$ cat src/rtl/seq_add_ctrl.sv
// Wide add/subtract sequencer that reuses one external 8-bit adder, one byte per clock,
// LSB first. It chains the carry between bytes and assembles the result in sum.
module seq_add_ctrl #(
  parameter int NBYTES = 4
) (
  input  logic                clk,
  input  logic                rst,
  input  logic                start,
  input  logic                sub,
  input  logic [8*NBYTES-1:0] a,
  input  logic [8*NBYTES-1:0] b,
  input  logic                cin,
  output logic                busy,
  output logic                done,
  output logic [8*NBYTES-1:0] sum,
  output logic                cout,
  output logic [7:0]          add_x,
  output logic [7:0]          add_y,
  output logic                add_cin,
  input  logic [7:0]          add_s,
  input  logic                add_cout
);

  localparam int W  = 8 * NBYTES;
  localparam int IW = $clog2(NBYTES);

  typedef enum logic [1:0] {IDLE, RUN, DONE} state_t;

  state_t          state_reg, state_next;
  logic [IW-1:0]   idx_reg, idx_next;
  logic            carry_reg, carry_next;
  logic [W-1:0]    a_lat_reg, a_lat_next;
  logic [W-1:0]    b_lat_reg, b_lat_next;
  logic            sub_lat_reg, sub_lat_next;
  logic [W-1:0]    sum_reg, sum_next;
  logic            cout_reg, cout_next;

  logic [7:0]        a_bytes [NBYTES];
  logic [7:0]        b_bytes [NBYTES];
  logic [NBYTES-1:0] byte_we;
  logic [W-1:0]      sum_upd;
  logic              last_byte;

  // Byte views of the latched operands and the progressive write-back of the result.
  generate
    for (genvar gi = 0; gi < NBYTES; gi++) begin : g_byte
      assign a_bytes[gi]          = a_lat_reg[8*gi +: 8];
      assign b_bytes[gi]          = b_lat_reg[8*gi +: 8];
      assign byte_we[gi]          = (state_reg == RUN) && (idx_reg == IW'(gi));
      assign sum_upd[8*gi +: 8]   = byte_we[gi] ? add_s : sum_reg[8*gi +: 8];
    end
  endgenerate

  assign last_byte = (idx_reg == IW'(NBYTES - 1));

  always_comb begin
    state_next   = state_reg;
    idx_next     = idx_reg;
    carry_next   = carry_reg;
    a_lat_next   = a_lat_reg;
    b_lat_next   = b_lat_reg;
    sub_lat_next = sub_lat_reg;
    sum_next     = sum_reg;
    cout_next    = cout_reg;
    busy         = 1'b0;
    done         = 1'b0;
    add_x        = 8'd0;
    add_y        = 8'd0;
    add_cin      = 1'b0;

    case (state_reg)
      IDLE: begin
        if (start) begin
          a_lat_next   = a;
          b_lat_next   = b;
          sub_lat_next = sub;
          // Subtract is a + ~b + 1, so a borrow-in of 1 becomes a carry-in of 0.
          carry_next   = sub ? ~cin : cin;
          idx_next     = '0;
          state_next   = RUN;
        end
      end
      RUN: begin
        busy       = 1'b1;
        add_x      = a_bytes[idx_reg];
        add_y      = sub_lat_reg ? ~b_bytes[idx_reg] : b_bytes[idx_reg];
        add_cin    = carry_reg;
        sum_next   = sum_upd;
        carry_next = add_cout;
        idx_next   = idx_reg + IW'(1);
        if (last_byte) begin
          cout_next  = add_cout;
          state_next = DONE;
        end
      end
      DONE: begin
        done       = 1'b1;
        state_next = IDLE;
      end
      default: state_next = IDLE;
    endcase
  end

  always_ff @(posedge clk) begin
    if (rst) begin
      state_reg   <= IDLE;
      idx_reg     <= '0;
      carry_reg   <= 1'b0;
      a_lat_reg   <= '0;
      b_lat_reg   <= '0;
      sub_lat_reg <= 1'b0;
      sum_reg     <= '0;
      cout_reg    <= 1'b0;
    end else begin
      state_reg   <= state_next;
      idx_reg     <= idx_next;
      carry_reg   <= carry_next;
      a_lat_reg   <= a_lat_next;
      b_lat_reg   <= b_lat_next;
      sub_lat_reg <= sub_lat_next;
      sum_reg     <= sum_next;
      cout_reg    <= cout_next;
    end
  end

  assign sum  = sum_reg;
  assign cout = cout_reg;

endmodule

$ cat config.mk
export PLATFORM = sky130hd
export DESIGN_NAME = seq_add_ctrl
export DESIGN_NICKNAME = d
export VERILOG_FILES = /design/src/rtl/seq_add_ctrl.sv
export SDC_FILE = /design/constraint.sdc
export NUM_CORES = 1
export LEC_CHECK = 0
export BUFFER_PORTS_ARGS = -buffer_cell sky130_fd_sc_hd__buf_2
export CORE_UTILIZATION = 46
export DETAILED_ROUTE_END_ITERATION = 6
export GPL_TIMING_DRIVEN = 0
export HOLD_SLACK_MARGIN = 0.15
export PLACE_DENSITY = 0.76
export SYNTH_ARGS = -nofsm -noshare
export SYNTH_HDL_FRONTEND = slang
export SYNTH_SLANG_ARGS = --single-unit
$ cat constraint.sdc
create_clock -name clk -period 1.66 [get_ports clk]
set_clock_uncertainty 0.05 [all_clocks]
set_input_delay 0.249 -clock clk [delete_from_list [all_inputs] [get_ports clk]]
set_output_delay 0.249 -clock clk [all_outputs]
set_load 0.005 [all_outputs]
# Word level (Yosys, flattened, before mapping)
# Index checks and enable logic that the tools add are counted.
# op_classes
add_sub_neg,1
n_eq_ne,7
reduce_logical,15
magnitude_cmp,1
mux,20
bitwise_logic,3
# ops
operator,count
2-to-1 mux 8 bit,7
binary-select mux 8 bit (select 2 bit),2
AND reduction 2 bit,8
inverter 8 bit,1
case mux 2 bit (2 select lines),2
"equality test 2 bit, second input constant",3
2-to-1 mux 2 bit,3
2-to-1 mux 1 bit,5
"equality test 2 x 1 -> 1 bit, second input constant",2
logical AND 1 bit,4
zero test 2 bit,2
"inequality test 2 bit, second input constant",2
">= comparator 3 bit, second input constant",1
inverter 2 -> 3 bit,1
"adder 2 x 1 -> 2 bit, second input constant",1
case mux 1 bit (2 select lines),1
nonzero test 2 bit,1
inverter 1 bit,1
# word_totals
wordCells,58
reg_bits,103
output_inout_bits,52
inputBits,78

# Longest topological paths before layout
# Gate-level depths: netlist of the first run.
# logic_depth
ltp_word,7
ltp_mapped,8
ltp_nobuf,5

# Worst setup path after synthesis of the first run
# No wires, ideal clock.
# synth_timing
path_type,reg2reg
startpoint,register idx_reg[0]
endpoint,"register sum_reg[16], in the netlist sum[16]"
required_ns,1.478
path_buffers,3
stages_incl_launch_ff,9
arrival_time_ns,1.498
synth_period_minus_slack_ns,1.680
path_slack_ns,-0.020
setup_time_ns,0.132
cell_sequence,dfxtp_1 buf_4 buf_6 inv_1 ha_1 clkbuf_1 nand3b_1 nand2_1 a21oi_1
# synth_between
elab_chain_len,3
# synth_lines
item,line,text
"start, declared",30,"logic [IW-1:0] idx_reg, idx_next;"
"start signal, assigned",116,idx_reg <= idx_next;
equality test 2 bit,49,assign byte_we[gi] = (state_reg == RUN) && (idx_reg == IW'(gi));
logical AND 1 bit,49,
AND reduction 2 bit (no line),--,
"end signal, assigned",121,sum_reg <= sum_next;
"end, declared",35,"logic [W-1:0] sum_reg, sum_next;"
# No other way between the ends.
# A chain may end at the register's enable or synchronous reset.

# Worst setup path after layout of the first run
# layout_timing
startpoint,register idx_reg[0]
endpoint,output port add_y[7]
# layout_between
elab_chain_len,7
# layout_lines
item,line,text
inverter 2 -> 3 bit (not written as such) *,86,add_y = sub_lat_reg ? ~b_bytes[idx_reg] : b_bytes[idx_reg];
binary-select mux 8 bit (select 2 bit) *,86,
2-to-1 mux 8 bit (not written as such) * (2 in a row),86,
inverter 8 bit,86,
2-to-1 mux 8 bit *,86,
2-to-1 mux 8 bit *,71,case (state_reg)
"end, declared",18,"output logic [7:0] add_y,"
# Mark *: on every way between the ends. The rest lies on a longest branch, timed or not. The select of a mux whose other input is x is not followed.

==> out/results.ini, run 1 <==
[worst_setup_path]
start_kind=flop
cp.arrival_ns=1.86
reg2reg_slack_ns=-0.15
endpoint_kind=output port
cp.required_ns=1.36
crit_fanout=5
crit_type=flop to output port

[global_routing]
grt_pass1_vias=4478
antenna_found_initial=0
grt-ovfl-total=0
grt_pass1_wl_mm=21.4
grt_usage=0.286
grt_max_degree=17

[layout]
layout_common_cells=158 x nand2_1, 125 x buf_2, 99 x dfxtp_1
n_fill_cell=637
final_common_cell=nand2_1
utilization=0.721
n_antenna_cell=0
seqCellArea_sq_um=2070
multi_input_comb_area_sq_um=2070
num-nets-final=810
syn_to_final_growth_pct=50.0
drive_gt1_frac=0.304

[floorplan]
die_w_um=98.2
rows=34
initial_core_util=0.481
dieArea_sq_um=9630
ioPinCount=130
die_height_um=98.2
core_sq_um=8850

[power]
leakagePower_nw=2.67
p_per_area_nw_per_um2=877
netSwitchingPower_mw=1.45
ir_worst_vdd_uv=567
p_sw_frac=0.259
power_mw=5.59
p_comb_frac=0.176
p_int_mw=4.14
seqPwrFrac=0.477
clkPwrFrac=0.347

[timing]
setup_viol=24
fin_crit_sh=1.30
slew_headroom=0.509
fin_ws_ns=-0.499
slew_violations=0
rsz0062_at_grt=true
fin_crit_ns=2.16
setup_tns_ns=-8.61
finalHoldViolCount=0
fmax_mhz=463
worstMarginPinSlew_ns=0.736

[place]
hpwl_mm=8.42
gp_congestion=0.870
detailedPlace.worstSlack_ns=-0.409
port_buffers=128

[route]
drc=9
dr_total_vias=4599
drt_iter0_drc=361
drt_first_pass_iters=7
antenna_left=0
drt-total-wl_mm=14.5
wire_per_inst_um=17.2
vias_per_cell=5.47

[yosys]
avgSynthCellArea_sq_um=8.39
synth_cell_types=25
syn-cell-area_sq_um=4250
synth_fp_nets=589
yosysWarnings=0
syn-instance-count=507
ys_seq_area_frac=0.485
ys_seq_elements=103

[status]
violations=DRC, setup timing
status=finished, violations left

[clocking]
numCtsBuffers=9
cts.sinks=103
h-tree-depth=3
root_buffer=clkbuf_8
cts_buffer_depth=2
clk_pin_slew_ns=0.10
clkLatencyLatePin_ns=0.37
cts_tree=done

[min_path]
hp-class=input port to flop

[flow_run]
drv_cap=0

logic make-up (layout without fill, tap and decap cells):
logic type	after synthesis	count (layout)	share of synthesized area
buf+inv	44	270	0.0521
mux	16	16	0.0847
fa+ha+maj	4	4	0.0118
simple gates	228	228	0.224
compound gates	103	103	0.124
flops	103	103	0.485
xor+xnor	9	9	0.0185
metrics by stage:
stage	instance area (sq um)	std cells	hold slack [ns]
global placement	5040	743	0.389
CTS	6120	837	0.159
floorplan	4260	507	0.335
global route	6380	841	0.214
finish	6380	841	0.197
detailed placement	5040	743	0.394
cell type report:
type	instances	area share
Clock buffer	11	0.0222
Timing Repair Buffer	215	0.247
Tap cell	108	0.0212
Clock inverter	5	0.0163
Buffer	36	0.0416
Inverter	3	0.00177
Sequential cell	103	0.325
Multi-Input combinational cell	360	0.325
worst paths after layout:
kind	to	depth (start not counted)	from
max	add_y[7]	5	idx_reg[0]$_SDFFE_PP0P_
min	a_lat_reg[2]$_SDFFE_PP0P_	2	rst
max reg2reg	sum[15]$_SDFFE_PP0P_	8	idx_reg[1]$_SDFFE_PP0P_
min reg2reg	sum[13]$_SDFFE_PP0P_	2	sum[13]$_SDFFE_PP0P_
worst max-delay path, cell delays in order, from the launching register on:
cell,delay [ns]
dfxtp_4,0.39
buf_8,0.14
mux4_2,0.52
xnor2_2,0.15
nor2_2,0.16
buf_2,0.13
cell usage after synthesis, drive strengths merged:
| library cell | number | area, sq um |
|---|---|---|
| nor2 | 11 | 41.3 |
| ha | 4 | 50.1 |
| nor2b | 1 | 6.26 |
| nand3 | 34 | 170 |
| o21a | 1 | 7.51 |
| xor2 | 1 | 8.76 |
| nand2 | 166 | 623 |
| inv | 3 | 11.3 |
| clkbuf | 22 | 82.6 |
| and2 | 9 | 56.3 |
| nand3b | 4 | 30.0 |
| o21bai | 1 | 7.51 |
| or3b | 1 | 8.76 |
| nor3b | 1 | 12.5 |
| nand2b | 1 | 6.26 |
| a222oi | 1 | 10.0 |
| mux4 | 16 | 360 |
| a21oi | 100 | 500 |
| dfxtp | 103 | 2060 |
| xnor2 | 8 | 70.1 |
| buf | 19 | 128 |
layer usage:
metal	track usage	share of wire	up-vias
met5	0	0	-
met4	0.130	0.037	0
met3	0.0501	0.073	53
met2	0.515	0.51	265
met1	0.330	0.38	2146
li1	-	-	2135
timing repair:
item	CTS	global route
endpoints found under the setup margin	42	99
setup buffers	6	4
hold endpoints to repair	99	0
gates cloned	1	2
gates resized for setup	22	51
hold buffers	74	0
pin swaps	3	5
power groups by stage:
stage / registers [mW] / clock network, mW / logic [mW]
4_1_cts: 2.65 / 1.92 / 0.855
2_1_floorplan: 2.69 / 0 / 0.438
6_report: 2.67 / 1.94 / 0.985
5_1_grt: 2.68 / 2.05 / 1.06
3_3_place_gp: 2.70 / 0 / 0.672
3_5_place_dp: 2.71 / 0 / 0.690
(Power assumes the default switching activity.)
==> inputs of run 2 (changes only) <==
ABC_AREA = 1   (was unset)
CORE_UTILIZATION = 47   (was 46)
==> out/results.ini, run 2 <==
[global_routing]
grt-ovfl-total=0
grt_max_degree=19
grt_pass1_vias=4833
antenna_found_initial=0
grt_pass1_wl_mm=22.5
grt_usage=0.285

[clocking]
cts_tree=done
cts.sinks=103
root_buffer=clkbuf_8
clkLatencyLatePin_ns=0.37
h-tree-depth=3
numCtsBuffers=9
clk_pin_slew_ns=0.10
cts_buffer_depth=2

[yosys]
synth_cell_types=20
ys_seq_area_frac=0.464
synthDominantCellAreaShare=0.464
ys_seq_elements=103
synth_top_family_by_area=simple AND/OR/NAND/NOR gates
avgSynthCellArea_sq_um=7.16
syn-instance-count=621
synth_edf_count=0
yosysWarnings=0
synth.area.mux_share=0
synth_compound_area_frac=0.150
yosysMostFrequentCell=nor2_1
synth.area.top_cells=dfxtp_1 46%, nor2_1 16%, o21ai_0 8.8%
synth_top_area_cell=dfxtp_1
synth-xor-area-share=0
synth-simple-area-share=0.301
synthArstFlopShare=0
synth-adder-area-share=0.0113
synth_fp_nets=703
syn-cell-area_sq_um=4450
synth_common_cells=192 x nor2_1, 103 x dfxtp_1, 78 x o21ai_0
synthFlopType=dfxtp_1

[layout]
layout_common_cells=178 x nor2_1, 139 x buf_2, 100 x dfxtp_1
utilization=0.736
syn_to_final_growth_pct=52.2
n_antenna_cell=0
drive_gt1_frac=0.341
final_common_cell=nor2_1
n_fill_cell=674
multi_input_comb_area_sq_um=2390
num-nets-final=931
seqCellArea_sq_um=2070

[route]
antenna_left=0
dr_total_vias=5119
drt_first_pass_iters=5
wire_per_inst_um=15.2
drt_iter0_drc=273
vias_per_cell=5.30
drc=0
drt-total-wl_mm=14.7

[timing]
fin_crit_ns=1.92
fmax_mhz=522
setup_viol=16
whs_ns=0.237
finalHoldViolCount=0
fin_ws_ns=-0.256
slew_headroom=0.669
slew_violations=0
rsz0062_at_grt=true
worstMarginPinSlew_ns=0.497
fin_crit_sh=1.15

[place]
gp_congestion=0.848
hpwl_mm=8.85
port_buffers=128

[floorplan]
initial_core_util=0.484
die_w_um=99.3
rows=35
ioPinCount=130
core_sq_um=9200
die_height_um=99.3
dieArea_sq_um=9850

[worst_setup_path]
reg2reg_depth=8
endpoint_kind=output port
cp.arrival_ns=1.62
start_kind=flop
crit_fanout=10
crit_type=flop to output port
cp.required_ns=1.36

[min_path]
min_path_cells=4
hp-class=input port to flop

[power]
power_mw=5.63
ir_worst_vdd_uv=572
leakagePower_nw=3.08
p_per_area_nw_per_um2=831

[flow_run]
drv_cap=0

[status]
violations=setup timing
status=finished, violations left

-- run 2: cell count changes in the layout (fill, tap and decap cells not counted), sizes merged, moves of 4 or more --
| cell | delta |
|---|---|
| nor2 | +184 |
| xnor2 | -8 |
| nand2 | -87 |
| nand3 | +16 |
| mux4 | -16 |
| nand3b | -4 |
| inv | +9 |
| o21ai | +91 |
| buf | +22 |
| a21oi | -58 |
| and2 | -9 |
| clkbuf | -14 |
-- run 2: power breakdown --
| group | total, mW | leakage, nW | switching (mW) | internal (mW) |
|---|---|---|---|---|
| clock network | 1.64 | 0.0964 | 0.929 | 0.714 |
| logic | 1.25 | 2.13 | 0.679 | 0.575 |
| registers | 2.73 | 0.848 | 0.0974 | 2.63 |
| total | 5.63 | 3.08 | 1.71 | 3.92 |
-- run 2: cell families (layout without fill, tap and decap cells) --
group | count (synthesis) | after routing
fa+ha+maj | 4 | 4
simple gates | 324 | 324
compound gates | 133 | 133
buf+inv | 57 | 290
flops | 103 | 103
-- run 2: through the flow --
stage          worst slack [ns]  area [sq um]  cells  TNS [ns]
6_report                 -0.256          6770    965     -3.11
5_1_grt                  -0.309          6770    965     -4.07
4_1_cts                  -0.191          6440    958     -2.63
3_5_place_dp             -0.262          5230    860     -5.05
3_3_place_gp             -0.194          5230    860     -3.39
2_1_floorplan            0.0956          4450    621         0
-- run 2: path summary, 6_finish.rpt --
kind / slack [ns] / start / endpoint
setup / recovery: -0.26 / sub_lat_reg$_SDFFE_PP0P_ / add_y[4]
hold / removal: 0.24 / start / idx_reg[1]$_SDFFE_PP0P_
setup reg to reg: 0.08 / idx_reg[1]$_SDFFE_PP0P_ / sum[3]$_SDFFE_PP0P_
hold reg to reg: 0.42 / sum[1]$_SDFFE_PP0P_ / sum[1]$_SDFFE_PP0P_
-- run 2: final cells by class --
type	count	share of cell area
well taps	111	0.0205
inverters	12	0.00961
plain buffers	41	0.0508
clock inverters	7	0.0118
flip-flops and latches	103	0.305
clock buffers	9	0.0183
repair buffers	221	0.231
multi-input cells	461	0.353
-- run 2: repair_timing --
item | CTS | global route
endpoints found under the hold margin | 96 | 0
cloned | 2 | 1
resized for setup | 61 | 72
pin swaps | 10 | 22
setup buffers | 8 | 8
hold buffers | 75 | 0
setup endpoints to repair | 40 | 35
-- run 2: per-layer routing --
metal	GRT usage	wire length (um)	up-vias	share of wire
met3	0.0485	922	44	0.063
li1	-	-	2476	-
met5	0	0	-	0
met4	0.0984	458	0	0.031
met2	0.497	7310	226	0.50
met1	0.355	6010	2373	0.41
-- run 2: critical path, stage by stage, from the launching register on --
cell and delay, ns:
dfxtp_1 0.36, buf_2 0.27, clkbuf_4 0.28, a21oi_1 0.07
nor2_2 0.13, buf_2 0.12
